`src/rtl/alu_mc_pkg.sv`:
```
// alu_mc shared definitions: opcodes, status bit indices, FSM states.
// Imported by alu_mc (top) and alu_mc_mul.
package alu_mc_pkg;

  localparam logic [2:0] OP_ADD = 3'b000;
  localparam logic [2:0] OP_SUB = 3'b001;
  localparam logic [2:0] OP_AND = 3'b010;
  localparam logic [2:0] OP_NOT = 3'b011;
  localparam logic [2:0] OP_MUL = 3'b100;

  localparam int ST_Z = 0;
  localparam int ST_N = 1;
  localparam int ST_V = 2;

  typedef enum logic [1:0] {
    IDLE    = 2'd0,
    MUL_RUN = 2'd1,
    DONE    = 2'd2
  } state_e;

endpackage

```
`src/rtl/alu_mc_mul.sv`:
```
// Iterative shift-add multiplier, one bit of B per cycle, LSB first.
// product_o is the accumulator value after the current iteration.
module alu_mc_mul
  import alu_mc_pkg::*;
#(
  parameter int WIDTH = 16
) (
  input  logic               clk,
  input  logic               reset_n,
  input  logic               start_i,
  input  logic [WIDTH-1:0]   a_i,
  input  logic [WIDTH-1:0]   b_i,
  output logic               done_o,
  output logic [2*WIDTH-1:0] product_o
);

  localparam int CW = $clog2(WIDTH);
  localparam logic [CW-1:0] LAST = CW'(WIDTH - 1);

  logic               run_q, run_d;
  logic [CW-1:0]      cnt_q, cnt_d;
  logic [2*WIDTH-1:0] a_q, a_d;
  logic [WIDTH-1:0]   b_q, b_d;
  logic [2*WIDTH-1:0] acc_q, acc_d;
  logic [2*WIDTH-1:0] sum;

  assign sum       = acc_q + (b_q[0] ? a_q : '0);
  assign done_o    = run_q && (cnt_q == LAST);
  assign product_o = sum;

  always_comb begin
    run_d = run_q;
    cnt_d = cnt_q;
    a_d   = a_q;
    b_d   = b_q;
    acc_d = acc_q;
    if (start_i) begin
      run_d = 1'b1;
      cnt_d = '0;
      a_d   = {{WIDTH{1'b0}}, a_i};
      b_d   = b_i;
      acc_d = '0;
    end else if (run_q) begin
      acc_d = sum;
      a_d   = a_q << 1;
      b_d   = b_q >> 1;
      cnt_d = cnt_q + 1'b1;
      if (done_o) run_d = 1'b0;
    end
  end

  always_ff @(posedge clk) begin
    if (!reset_n) begin
      run_q <= 1'b0;
      cnt_q <= '0;
      a_q   <= '0;
      b_q   <= '0;
      acc_q <= '0;
    end else begin
      run_q <= run_d;
      cnt_q <= cnt_d;
      a_q   <= a_d;
      b_q   <= b_d;
      acc_q <= acc_d;
    end
  end

endmodule

```
`src/rtl/alu_mc.sv`:
```
// Multi-cycle ALU with registered result, Z/N/V status and handshakes.
// Optional multiplier enabled by defining ALU_MC_MUL_EN.
module alu_mc
  import alu_mc_pkg::*;
#(
  parameter int WIDTH = 16
) (
  input  logic             clk,
  input  logic             reset_n,
  input  logic             in_valid,
  output logic             in_ready,
  input  logic [WIDTH-1:0] ain,
  input  logic [WIDTH-1:0] bin,
  input  logic [2:0]       aluop,
  output logic             out_valid,
  input  logic             out_ready,
  output logic [WIDTH-1:0] out,
  output logic [2:0]       status,
  output logic             busy
);

  localparam int MSB = WIDTH - 1;

  state_e           state_q, state_d;
  logic [WIDTH-1:0] out_q, out_d;
  logic [2:0]       st_q, st_d;
  logic             accept;
  logic [WIDTH-1:0] res;
  logic             res_v;

  assign in_ready  = (state_q == IDLE) ||
                     ((state_q == DONE) && out_ready);
  assign accept    = in_valid && in_ready;
  assign out_valid = (state_q == DONE);
  assign out       = out_q;
  assign status    = st_q;

  always_comb begin
    res   = '0;
    res_v = 1'b0;
    unique case (1'b1)
      aluop == OP_ADD: begin
        res   = ain + bin;
        res_v = (ain[MSB] == bin[MSB]) &&
                (res[MSB] != ain[MSB]);
      end
      aluop == OP_SUB: begin
        res   = ain - bin;
        res_v = (ain[MSB] != bin[MSB]) &&
                (res[MSB] != ain[MSB]);
      end
      aluop == OP_AND: res = ain & bin;
      aluop == OP_NOT: res = ~bin;
      default: ;
    endcase
  end

`ifdef ALU_MC_MUL_EN
  logic               mul_start;
  logic               mul_done;
  logic [2*WIDTH-1:0] mul_prod;

  assign mul_start = accept && (aluop == OP_MUL);
  assign busy      = (state_q == MUL_RUN);

  alu_mc_mul #(
    .WIDTH(WIDTH)
  ) u_mul (
    .clk      (clk),
    .reset_n  (reset_n),
    .start_i  (mul_start),
    .a_i      (ain),
    .b_i      (bin),
    .done_o   (mul_done),
    .product_o(mul_prod)
  );
`else
  assign busy = 1'b0;
`endif

  always_comb begin
    state_d = state_q;
    out_d   = out_q;
    st_d    = st_q;
    unique case (state_q)
      IDLE: ;
`ifdef ALU_MC_MUL_EN
      MUL_RUN: begin
        if (mul_done) begin
          out_d       = mul_prod[WIDTH-1:0];
          st_d        = '0;
          st_d[ST_Z]  = (mul_prod[WIDTH-1:0] == '0);
          st_d[ST_N]  = mul_prod[MSB];
          st_d[ST_V]  = |mul_prod[2*WIDTH-1:WIDTH];
          state_d     = DONE;
        end
      end
`endif
      DONE: if (out_ready) state_d = IDLE;
      default: state_d = IDLE;
    endcase
    // A new accept overrides the DONE->IDLE drain, so there is no bubble
    if (accept) begin
`ifdef ALU_MC_MUL_EN
      if (aluop == OP_MUL) state_d = MUL_RUN;
      else
`endif
      begin
        out_d      = res;
        st_d       = '0;
        st_d[ST_Z] = (res == '0);
        st_d[ST_N] = res[MSB];
        st_d[ST_V] = res_v;
        state_d    = DONE;
      end
    end
  end

  always_ff @(posedge clk) begin
    if (!reset_n) begin
      state_q <= IDLE;
      out_q   <= '0;
      st_q    <= '0;
    end else begin
      state_q <= state_d;
      out_q   <= out_d;
      st_q    <= st_d;
    end
  end

endmodule

```
`config.mk`:
```
export PLATFORM = sky130hd
export DESIGN_NAME = alu_mc
export DESIGN_NICKNAME = d
export VERILOG_FILES = /design/src/rtl/alu_mc_pkg.sv /design/src/rtl/alu_mc_mul.sv /design/src/rtl/alu_mc.sv
export SDC_FILE = /design/constraint.sdc
export NUM_CORES = 1
export LEC_CHECK = 0
export ABC_AREA = 1
export CAP_MARGIN = 5
export CORE_AREA = 2 2 77 93
export DETAILED_ROUTE_END_ITERATION = 6
export DIE_AREA = 0 0 79 95
export PLACE_DENSITY_LB_ADDON = 0.1
export SKIP_LAST_GASP = 1
export SYNTH_ARGS = -nofsm -noshare
export SYNTH_HDL_FRONTEND = slang
export SYNTH_SLANG_ARGS = --single-unit
```
`constraint.sdc`:
```
create_clock -name clk -period 2.38 [get_ports clk]
set_input_delay 0.714 -clock clk [delete_from_list [all_inputs] [get_ports clk]]
set_output_delay 0.714 -clock clk [all_outputs]
set_load 0.01 [all_outputs]
```
Word level (Yosys, flattened, before mapping)
Cells that the tools add are included.
{"block": "totals", "reg_bits": 21, "inputBits": 39, "out_inout_bits": 22, "wordCells": 37}
{"block": "op_classes", "add_sub_neg": 2, "eq_ne": 11, "n_mux": 5, "n_bitwise": 4, "reduce_logical": 11}
{"operator": "case mux 16 bit (4 select lines)", "n": 1}
{"operator": "adder 16 bit", "n": 1}
{"operator": "AND 16 bit", "n": 1}
{"operator": "logical NOT 16 bit", "n": 1}
{"operator": "NOT 16 bit", "n": 1}
{"operator": "subtractor 16 bit", "n": 1}
{"operator": "equality test 3 x 2 -> 1 bit, second input constant", "n": 2}
{"operator": "logical AND 1 bit", "n": 4}
{"operator": "two-way mux 2 bit", "n": 2}
{"operator": "case mux 2 bit (2 select lines)", "n": 1}
{"operator": "AND reduction 2 bit", "n": 2}
{"operator": "equality test 3 x 1 -> 1 bit, second input constant", "n": 1}
{"operator": "logical NOT 3 bit", "n": 1}
{"operator": "inequality test 1 bit", "n": 3}
{"operator": "inequality test 3 x 1 -> 1 bit, second input constant", "n": 1}
{"operator": "equality test 2 bit, second input constant", "n": 1}
{"operator": "logical NOT 2 bit", "n": 1}
{"operator": "inequality test 2 x 1 -> 1 bit, second input constant", "n": 1}
{"operator": "inequality test 2 bit, second input constant", "n": 1}
{"operator": "NOT 1 bit", "n": 2}
{"operator": "case mux 1 bit (2 select lines)", "n": 1}
{"operator": "OR reduction 2 bit", "n": 1}
{"operator": "equality test 1 bit", "n": 1}
{"operator": "logical OR 1 bit", "n": 1}

Logic depth before layout (Yosys ltp)
{"block": "logic_depth", "depth_word": 6, "ltp_mapped": 18, "depth_no_buf": 18}

Least setup slack after synthesis
Ideal clock, no wire load.
{"block": "synth_timing", "kind": "input to register", "from": "in ain[0]", "to": "reg st_q[0], in the netlist status[0]", "setup_ns": 0.066, "arrival_ns": 2.336, "t_required_ns": 2.314, "setup_slack_ns": -0.022, "stages": 18, "path_buffers": 0, "cell_sequence": "ha_1 > inv_1 > fa_1 > inv_1 > nand2_1 > nand2_2 > nand3_1 > nand2_1 > nand2_1 > nand2_1 > nand2_1 > nand3_1 > nand2_1 > nor2_1 > nand2_1 > nor2_1 > nand3_1 > a21oi_2"}
{"block": "synth_via", "elab_chain_len": 3, "word_cells_on_any_way": 5, "classes_between": "add/sub: 2; mux: 1; bitwise: 1; reduce/logical: 1"}
{"item": "start, declared", "line_no": "alu_mc.sv:12", "text": "input logic [WIDTH-1:0] ain,"}
{"item": "subtractor 16 bit (tied with other cells)", "line_no": "alu_mc.sv:48", "text": "res = ain - bin;"}
{"item": "case mux 16 bit (4 select lines) *", "line_no": "alu_mc.sv:41", "text": "unique case (1'b1)"}
{"item": "logical NOT 16 bit *", "line_no": "alu_mc.sv:111", "text": "st_d[ST_Z] = (res == '0);"}
{"item": "end signal, assigned", "line_no": "alu_mc.sv:127", "text": "st_q <= st_d;"}
{"item": "end, declared", "line_no": "alu_mc.sv:26", "text": "logic [2:0] st_q, st_d;"}
Mark *: on every way between the ends. The rest lies on a longest branch, timed or not.
A chain may end at the register's enable or synchronous reset.

Worst setup path after layout
Same ends and word-level chain as after synthesis.

==> qor.yml <==
synthTopCellsByArea: "nand2_1 19%, ha_1 13%, nand3_1 12%"
fin_crit_ns: 2.42
crit_required_ns: 2.58
ys_types: 35
antenna_found_initial: 0
layout-drive-gt1-share: 0.456
cp_slowest_cell: "fa_2"
fillCellCount: 474
synth-async-reset-ratio: 0
synth_fp_nets: 646
cts_made_buffers: 3
ir_drop_mv: 0.276
grt_setup_unrepaired: "yes"
setup_viol: 1
rows: 33
portBuffers: 59
grt-ovfl-total: 0
final_net_count: 835
fin_util: 0.829
violations: "negative setup slack"
vias: 4644
outcome: "finished with violations"
synth_common_cells: "155 x nand2_1, 95 x inv_1, 78 x nand3_1, 70 x nor2_1, 32 x ha_1"
holdPathEnd: "status[2]$_SDFFE_PN0P_"
min_from: "status[2]$_SDFFE_PN0P_"
area_delta_synth_final_pct: 77.0
r2r-end: "status[0]$_SDFFE_PN0P_"
fp.dieH_um: 95
synthCells: 573
synth_top_area_frac: 0.186
setup_slack_ns: -0.0359
post_dp_cell_area_um2: 4690
stdcell_area_um2: 5550
tritoncts: "done"
fin_skew_ns: 0.00138
powerDensity_nw_per_um2: 331
drc: 0
drt-initial-drc-count: 337
cp-end-kind: "flip-flop"
core_um2: 6690
synth.avg_cell_area_um2: 5.47
globalRouteTotalUtil: 0.323
ant_nets: 0
drt_pass1_iterations: 5
cp_max_fo: 3
io_pins: 61
path_clk_slew_ns: 0.07
reg2reg_depth: 12
drt_wl_total_um: 13500
place.gp.congestion: 1.03
synth_edf_count: 0
clock_sinks: 19
min_period_over_period: 1.02
cp-start-kind: "input port"
synth.most_common_cell: "nand2_1"
r2r_slack_ns: 0.93
preCtsSetupSlack_ns: -0.797
grt_pass1_vias: 4299
rr_startpoint: "state_q[1]$_SDFFE_PN0P_"
cts_max_level: 1
worst_skew_pair.late_latency_ns: 0.26
die_area_um2: 7510
grt_max_degree: 26
slew_violations: 0
postCtsHoldBufs: 0
num_antenna_cells: 0
synth-warning-count: 0
slowest_delay_ns: 0.37
yosysSeqAreaShare: 0.121
holdPathStages: 2
ys.flop_type: "dfxtp_1"
grt_first_pass_wirelength_um: 19300
start_util: 0.469
fmax_ghz: 0.414
cts_root_buf: "clkbuf_8"
yosys_register_bits: 19
crit_chain: "buf_4, inv_2, ha_4, fa_2, inv_2, nand2_1, nand2_1, nor2_1, nor2_1, nand3_1, nor2_1, nand2_1, nor2_1, nand3_1, nor2_2, nand3_1, a21oi_2"
hp-class: "reg -> reg"
wl_per_cell_um: 15.9
tns_ns: -0.0359
hold_violations: 0
cp.arrival_ns: 2.61
crit_top_cell: "nor2_1"
via_per_inst: 5.48
critPathKind: "in -> reg"
die_w_um: 79
clock_path_buffers: 2
netlist_area_um2: 3130
yosysTopAreaCell: "nand2_1"
dp_hpwl_um: 9430
total_power_w: 0.00183
drv_cap: 0
p_leak_nw: 2.84
[registers in the layout, indices dropped and copies added, names as in the netlist]
signal / cells
out: 15
status: 3
state_q: 1
[repair_timing]
action | CTS | global route
endpoints found under the hold margin | 0 | 0
buffers inserted | 10 | 9
endpoints found under the setup margin | 17 | 13
pin swaps | 43 | 66
gates resized for setup | 139 | 149
[cells by family (layout without fill, tap and decap cells)]
| group | count (synthesis) | count (layout) | share of synthesized area |
|---|---|---|---|
| flip-flops | 19 | 19 | 0.121 |
| other | 1 | 1 | 0.00120 |
| XOR/XNOR | 1 | 1 | 0.00279 |
| AND/OR/NAND/NOR | 329 | 329 | 0.446 |
| AO/OA/AOI/OAI | 71 | 71 | 0.135 |
| adder cells (fa/ha/maj) | 34 | 34 | 0.141 |
| buffers and inverters | 118 | 306 | 0.154 |
[how the worst max path moves through the flow]
stage                      start                      to  slack [ns]  depth (start not counted)
after floorplan           ain[0]  status[0]$_SDFFE_PN0P_       0.002                         18
after global placement    ain[0]  status[0]$_SDFFE_PN0P_       -0.71                         17
after detailed placement  ain[0]  status[0]$_SDFFE_PN0P_       -0.80                         17
after CTS                 ain[0]  status[0]$_SDFFE_PN0P_       -0.13                         17
after global routing      ain[0]  status[0]$_SDFFE_PN0P_       -0.12                         17
final                     ain[0]  status[0]$_SDFFE_PN0P_       -0.04                         17
[critical path, delay by kind of cell]
| family | cells | cell delay [ns] |
|---|---|---|
| simple gates | 11 | 1.00 |
| fa+ha+maj | 2 | 0.53 |
| buf+inv | 3 | 0.27 |
| compound gates | 1 | 0.11 |
[cell usage in the layout (no fill, tap or decap), types with 18 or more instances in the layout]
master           instances
buf_4                  138
clkdlybuf4s50_1         25
dfxtp_1                 19
ha_4                    18
inv_1                   61
inv_2                   36
nand2_1                112
nand2_2                 40
nand3_1                 57
nand3_2                 19
nor2_1                  44
nor2_2                  22
[stage by stage]
step / hold slack (ns) / cells
6_report: 0.469 / 848
5_1_grt: 0.492 / 848
4_1_cts: 0.475 / 840
3_5_place_dp: 0.467 / 826
3_3_place_gp: 0.456 / 826
2_1_floorplan: 0.490 / 573
[per-layer routing]
metal | global-route usage | up-vias | share of wire
li1 | - | 2203 | -
met2 | 0.609 | 218 | 0.52
met5 | 0 | - | 0
met1 | 0.354 | 2155 | 0.37
met4 | 0.151 | 0 | 0.053
met3 | 0.0430 | 68 | 0.056
[layout make-up]
type,instances,area (um^2),area share
clock buffer,4,45.0,0.00812
inverter,101,388,0.0699
sequential,19,380,0.0686
multi-input combinational,436,2990,0.539
tap,87,109,0.0196
timing repair buffer,201,1630,0.294
[power breakdown]
group	switching (W)	total (W)	leakage [nW]	internal [W]
clock	0.000108	0.000227	0.0228	0.000119
sequential	0.0000127	0.000355	0.157	0.000342
combinational	0.000668	0.00125	2.66	0.000584
(Power assumes the default switching activity.)
